File: src/rtl/scan_decoder.sv
// scan_decoder: active-low one-hot channel strobe generator.
//   Direct mode (iMode=0) decodes iData onto oData.
//   Auto-scan mode (iMode=1) steps a channel index every DIV enabled
//   cycles through 0..NUM_CH-1 and pulses oWrap on each wrap-around.
//   The block is enabled only while iEna == 2'b01.
// Ports:
//   iClk    - clock, all state on rising edge
//   iRst_n  - asynchronous active-low reset
//   iEna    - enable code (2'b01 = enabled)
//   iMode   - 0 direct decode, 1 auto-scan
//   iData   - channel select in direct mode
//   oData   - registered active-low one-hot strobe (2**SEL_W bits)
//   oSel    - registered index of the driven channel
//   oWrap   - registered one-cycle pulse on scan wrap-around
module scan_decoder #(
  parameter int SEL_W  = 3,
  parameter int NUM_CH = 8,
  parameter int DIV    = 4
) (
  input  logic                  iClk,
  input  logic                  iRst_n,
  input  logic [1:0]            iEna,
  input  logic                  iMode,
  input  logic [SEL_W-1:0]      iData,
  output logic [2**SEL_W-1:0]   oData,
  output logic [SEL_W-1:0]      oSel,
  output logic                  oWrap
);

  localparam int OUT_W = 2**SEL_W;
  localparam int PRE_W = (DIV > 1) ? $clog2(DIV) : 1;
  localparam logic [PRE_W-1:0] PRE_LAST = PRE_W'(DIV - 1);
  localparam logic [SEL_W-1:0] IDX_LAST = SEL_W'(NUM_CH - 1);
  localparam logic [SEL_W:0]   CH_COUNT = (SEL_W + 1)'(NUM_CH);

  // All ones except the selected bit, which is driven low.
  function automatic logic [OUT_W-1:0] strobeLow(input logic [SEL_W-1:0] idx);
    logic [OUT_W-1:0] v;
    v      = {OUT_W{1'b1}};
    v[idx] = 1'b0;
    return v;
  endfunction

  logic [PRE_W-1:0] presc_r, presc_s;
  logic [SEL_W-1:0] scanIdx_r, scanIdx_s;
  logic             mode_r;
  logic [OUT_W-1:0] data_s;
  logic [SEL_W-1:0] sel_s;
  logic             wrap_s;
  logic             enabled_s;
  logic             modeChg_s;

  assign enabled_s = (iEna == 2'b01);
  assign modeChg_s = (iMode != mode_r);

  // Next-state logic for prescaler, scan index and the output registers.
  always_comb begin
    presc_s   = presc_r;
    scanIdx_s = scanIdx_r;
    data_s    = {OUT_W{1'b1}};
    sel_s     = oSel;
    wrap_s    = 1'b0;

    // A mode change restarts the scan regardless of enable.
    if (modeChg_s) begin
      presc_s   = {PRE_W{1'b0}};
      scanIdx_s = {SEL_W{1'b0}};
    end else begin
      presc_s   = presc_r;
      scanIdx_s = scanIdx_r;
    end

    if (enabled_s) begin
      if (!iMode) begin
        presc_s = {PRE_W{1'b0}};
        sel_s   = iData;
        // Out-of-range selects leave every channel inactive.
        if ({1'b0, iData} < CH_COUNT) begin
          data_s = strobeLow(iData);
        end else begin
          data_s = {OUT_W{1'b1}};
        end
      end else if (modeChg_s) begin
        // Entering scan: show channel 0, no step and no wrap this edge.
        sel_s  = {SEL_W{1'b0}};
        data_s = strobeLow({SEL_W{1'b0}});
      end else begin
        if (presc_r == PRE_LAST) begin
          presc_s = {PRE_W{1'b0}};
          if (scanIdx_r == IDX_LAST) begin
            scanIdx_s = {SEL_W{1'b0}};
            wrap_s    = 1'b1;
          end else begin
            scanIdx_s = scanIdx_r + SEL_W'(1);
          end
        end else begin
          presc_s = presc_r + PRE_W'(1);
        end
        sel_s  = scanIdx_s;
        data_s = strobeLow(scanIdx_s);
      end
    end else begin
      // Disabled: strobes off, index and prescaler hold (unless cleared above).
      data_s = {OUT_W{1'b1}};
    end
  end

  // State and output registers with asynchronous reset.
  always_ff @(posedge iClk or negedge iRst_n) begin
    if (!iRst_n) begin
      presc_r   <= {PRE_W{1'b0}};
      scanIdx_r <= {SEL_W{1'b0}};
      mode_r    <= 1'b0;
      oData     <= {OUT_W{1'b1}};
      oSel      <= {SEL_W{1'b0}};
      oWrap     <= 1'b0;
    end else begin
      presc_r   <= presc_s;
      scanIdx_r <= scanIdx_s;
      mode_r    <= iMode;
      oData     <= data_s;
      oSel      <= sel_s;
      oWrap     <= wrap_s;
    end
  end

endmodule

File: config.mk
export PLATFORM = sky130hd
export DESIGN_NAME = scan_decoder
export DESIGN_NICKNAME = d
export VERILOG_FILES = /design/src/rtl/scan_decoder.sv
export SDC_FILE = /design/constraint.sdc
export NUM_CORES = 1
export LEC_CHECK = 0
export ABC_AREA = 1
export CELL_PAD_IN_SITES_DETAIL_PLACEMENT = 1
export CELL_PAD_IN_SITES_GLOBAL_PLACEMENT = 1
export CORE_MARGIN = 2
export CORE_UTILIZATION = 39
export CTS_CLUSTER_DIAMETER = 40
export CTS_CLUSTER_SIZE = 24
export DETAILED_ROUTE_END_ITERATION = 6
export PLACE_DENSITY = 0.83
export SYNTH_ARGS = -nofsm -noshare
export SYNTH_HDL_FRONTEND = slang
export SYNTH_SLANG_ARGS = --single-unit
File: constraint.sdc
create_clock -name iClk -period 2.8 [get_ports iClk]
set_clock_uncertainty 0.05 [all_clocks]
set_input_delay 0.28 -clock iClk [delete_from_list [all_inputs] [get_ports iClk]]
set_output_delay 0.28 -clock iClk [all_outputs]
set_load 0.01 [all_outputs]
==> implementation parameters <==
Parameter                              Value

Clock tree
  Number of buffers added by the clock tree synthesis step ... 3
  Root cell of the clock tree ... sky130_fd_sc_hd__clkbuf_4
  Clock Pin Slew Worst Setup and Hold Paths ... 0.11 ns
  Number of cells upsized or downsized after cts ... 0
  Deepest level of the CTS H-tree ... 1
  Deepest clock path buffer count ... 2
  Buffers inserted by post-CTS timing repair ... 0
  Sink count of the clock tree ... 18
  Hold-fix buffer count after cts ... 0
  Clock tree from TritonCTS ... yes
  Clk Latency, worst-skew pair ... 0.29 ns

Setup path
  Highest fanout seen on the critical path ... 1
  Ordered list of cells on the worst path ... clkdlybuf4s50_1
  Crit path max-delay family ... flip-flops
  Worst Setup SP ... oData[2]$_DFF_PN1_
  Peak per-stage delay on the critical path ... 0.54 ns
  Worst setup SP type ... register
  Number of buffer and inverter instances along the worst setup path ... 1
  Reg-to-Reg Start ... presc_r[0]$_DFF_PN0_
  Levels on crit path ... 1
  Endpoint required time on the critical path ... approximately 2.5 ns
  Length in cells of the worst reg-to-reg path ... 7
  Cell type of the slowest stage on the worst timing path ... sky130_fd_sc_hd__dfstp_2
  Kind of critical path ... register to output pin
  Endpoint arrival time on the critical path ... approximately 1.4 ns
  Critical Path Sink Type ... output pin

Floorplanning
  Die Y-Extent ... between 50 and 60 um
  Die Footprint ... just under 0.003 sq mm
  Number of standard-cell rows in the floorplan ... 18
  Top-Level Pins ... 20
  Placeable Area ... 0.002432 sq mm
  Die X-Extent ... around 54 um
  Starting utilization of the core area ... between 40% and 50%

Pwr
  Power dissipated by switching net loads ... between 100 and 150 uW
  Pleak ... between 0.0005 and 0.0006 uW
  Sequential Power Share ... a little under three fifths
  Internal portion of total power ... 355.8 uW
  Peak VDD IR ... 0.0002447 V
  Power density over the cells ... roughly 400 mW/mm^2
  Combinational share of power ... around 14%
  Share of power burned in the clock network ... ~29%
  Switching power as a share of total power ... 26.49%
  Power, Total ... around 480 uW

Job
  Max-cap violations ... 0

STA
  Slew Limit Headroom ... 46.81%
  Max Clock Freq ... around 590 MHz
  Final setup vio count ... 0
  Setup repair after global routing missed its margin ... no
  Final critical-path required period ... between 1.5 and 2 ns
  Final Hold Violating Endpoints ... 0
  Pins over their slew limit ... 0
  Fin crit share ... 60.33%
  Aggregate negative setup slack ... 0 ns
  Measured slew at the worst slew-check pin ... 0.7954 ns

Hold path
  Worst min path class ... primary input to async pin

Detailed routing
  Routed via count divided by cell count ... 5.035
  WL/cell ... 14.29 um
  Count of nets left with antenna violations after detail routing ... 0
  Detailed-routing iteration count for the pre-antenna-repair pass ... 4
  Violation count after the first detailed-routing iteration ... 15
  Final wirelength ... 2443 um
  DR vias ... 861
  Final routed DRC violation total ... 0

Layout
  # nets final ... 154
  Summed area of non-filler cells in the final layout ... 0.001235 sq mm
  Area of the multi-input gates ... 479.2 sq um
  Final Util ... around half
  Signed area change from the synthesized netlist to the final layout ... 25.89%
  Register area ... about 460 sq um
  Filler cells ... 312
  Antenna diode count ... 0
  Ratio of cells with drive above 1 in the final layout ... 17.73%

Synthesis
  Synthesis Warnings ... 0
  Post-synthesis cell count ... 118
  Yosys top cell area share ... 25.51%
  Register bit total from synthesis ... 18
  Dominant cells by area after synthesis ... sky130_fd_sc_hd__dfrtp_1 (26%), sky130_fd_sc_hd__dfstp_2 (21%), sky130_fd_sc_hd__nand2_1 (13%), sky130_fd_sc_hd__ha_1 (5.1%), sky130_fd_sc_hd__a21oi_1 (4.1%)
  Proportion of register bits with asynchronous set or reset after synthesis ... 100.0%
  Mean instance size in the synthesized netlist ... 8.313 sq um
  Dominant cell by count in the synthesized netlist ... sky130_fd_sc_hd__nand2_1
  Post-synth top flop ... sky130_fd_sc_hd__dfrtp_1
  Count of flip-flops with a built-in enable after synthesis ... 0
  Post-Syn Area ... slightly below 0.001 sq mm
  Sequential share of the synthesized area ... between 40% and 50%
  Count of different cell masters after synthesis ... 22
  Commonest cells in the synthesized netlist ... sky130_fd_sc_hd__nand2_1 (34), sky130_fd_sc_hd__dfrtp_1 (10), sky130_fd_sc_hd__inv_1 (9)
  Synth area leader ... sky130_fd_sc_hd__dfrtp_1
  Net count after synthesis ... 130

GRT
  Vias in the first global route ... 868
  Antenna violations before repair ... 0
  Global-route congestion overflow total ... 0
  Pin count of the biggest net entering global routing ... 19
  GRT Total Usage ... 19.76%
  First-pass GRT wire length ... 4091 um

Placed design
  Routability congestion estimate ... between 0.8 and 0.9
  Post-detailed-placement cell area ... 0.001209 sq mm
  Total half-perimeter wirelength after legalization and detailed placement ... 2000 um
  Number of input and output port buffers inserted ... 19

Status
  Result of the run ... finished, final reports clean
==> sequential cells by signal, summed over array words and instances, names as in the netlist <==
signal	flops
mode_r	1
oWrap	1
oData	8
scanIdx_r	3
presc_r	2
oSel	3
==> layout by cell type, fill, tap and decap left out, types with 2 or more instances in the layout <==
master	instances
sky130_fd_sc_hd__o21ai_0	3
sky130_fd_sc_hd__or2_1	2
sky130_fd_sc_hd__nand2_1	34
sky130_fd_sc_hd__nand3_1	8
sky130_fd_sc_hd__inv_1	9
sky130_fd_sc_hd__dfstp_2	8
sky130_fd_sc_hd__a21oi_1	8
sky130_fd_sc_hd__inv_2	2
sky130_fd_sc_hd__dfrtp_1	10
sky130_fd_sc_hd__nand2_4	2
sky130_fd_sc_hd__nor3_1	6
sky130_fd_sc_hd__nand2_2	2
sky130_fd_sc_hd__nor2_2	3
sky130_fd_sc_hd__ha_1	4
sky130_fd_sc_hd__nand3_2	3
sky130_fd_sc_hd__clkbuf_4	3
sky130_fd_sc_hd__clkdlybuf4s50_1	19
sky130_fd_sc_hd__nor2_1	8
==> routing by layer <==
layer  share of wire, %  routed length (um)  vias up  GRT usage [%]
li1                   -                   -      438              -
met1                 45                1108      409          25.69
met2                 51                1256       12          33.73
met3                2.6                  63        2          3.333
met4               0.57                  14        0          5.000
met5                  0                   0        -              0
==> worst register-to-register path, cell delays in order (launching register included) <==
cell and delay [ns]:
sky130_fd_sc_hd__dfrtp_1 0.43, sky130_fd_sc_hd__ha_1 0.30, sky130_fd_sc_hd__inv_1 0.23, sky130_fd_sc_hd__nand3_2 0.13, sky130_fd_sc_hd__nand2_1 0.11, sky130_fd_sc_hd__nand2_1 0.07, sky130_fd_sc_hd__o21bai_1 0.14, sky130_fd_sc_hd__nand2_1 0.08
==> logic make-up after synthesis <==
family                     share of synthesized area [%]
DFF                                                46.94
and+or+nand+nor                                    34.18
adders and majority gates                          5.102
AOI/OAI and AO/OA                                  9.567
buffers and inverters                              4.209
==> power groups by stage <==
| stage | clock, uW | sequential [uW] | combinational [uW] |
|---|---|---|---|
| after CTS | 141 | 275 | 70.8 |
| after floorplan | 0 | 282 | 26.8 |
| after global placement | 0 | 279 | 68.7 |
| after global routing | 151 | 276 | 78.0 |
| final | 139 | 275 | 69.8 |
| after detailed placement | 0 | 280 | 70.6 |
==> area by class of cell <==
cell class | instances | area share, %
clock buffers | 4 | 2.128
inverters | 11 | 3.343
multi-input cells | 89 | 38.80
flip-flops and latches | 18 | 37.28
well taps | 30 | 3.040
repair buffers | 19 | 15.40
==> final timing paths <==
path | end | slack (ns)
min in group iClk | presc_r[0]$_DFF_PN0_ | 0.48
setup reg to reg | oData[6]$_DFF_PN1_ | 1.20
max in group asynchronous | presc_r[1]$_DFF_PN0_ | 1.82
hold reg to reg | presc_r[0]$_DFF_PN0_ | 0.48
hold / removal | oWrap$_DFF_PN0_ | 0.39
setup / recovery | oData[2] | 1.11
==> metrics by stage <==
step / worst slack, ns / instances / hold slack [ns]
after floorplan: 1.353 / 118 / -0.06559
after global placement: 0.9613 / 167 / 0.4348
after detailed placement: 0.9187 / 167 / 0.4552
after CTS: 1.095 / 171 / 0.4170
after global routing: 1.037 / 171 / 0.4795
final: 1.111 / 171 / 0.3901
Note: power is estimated with default switching activity, not from simulation.
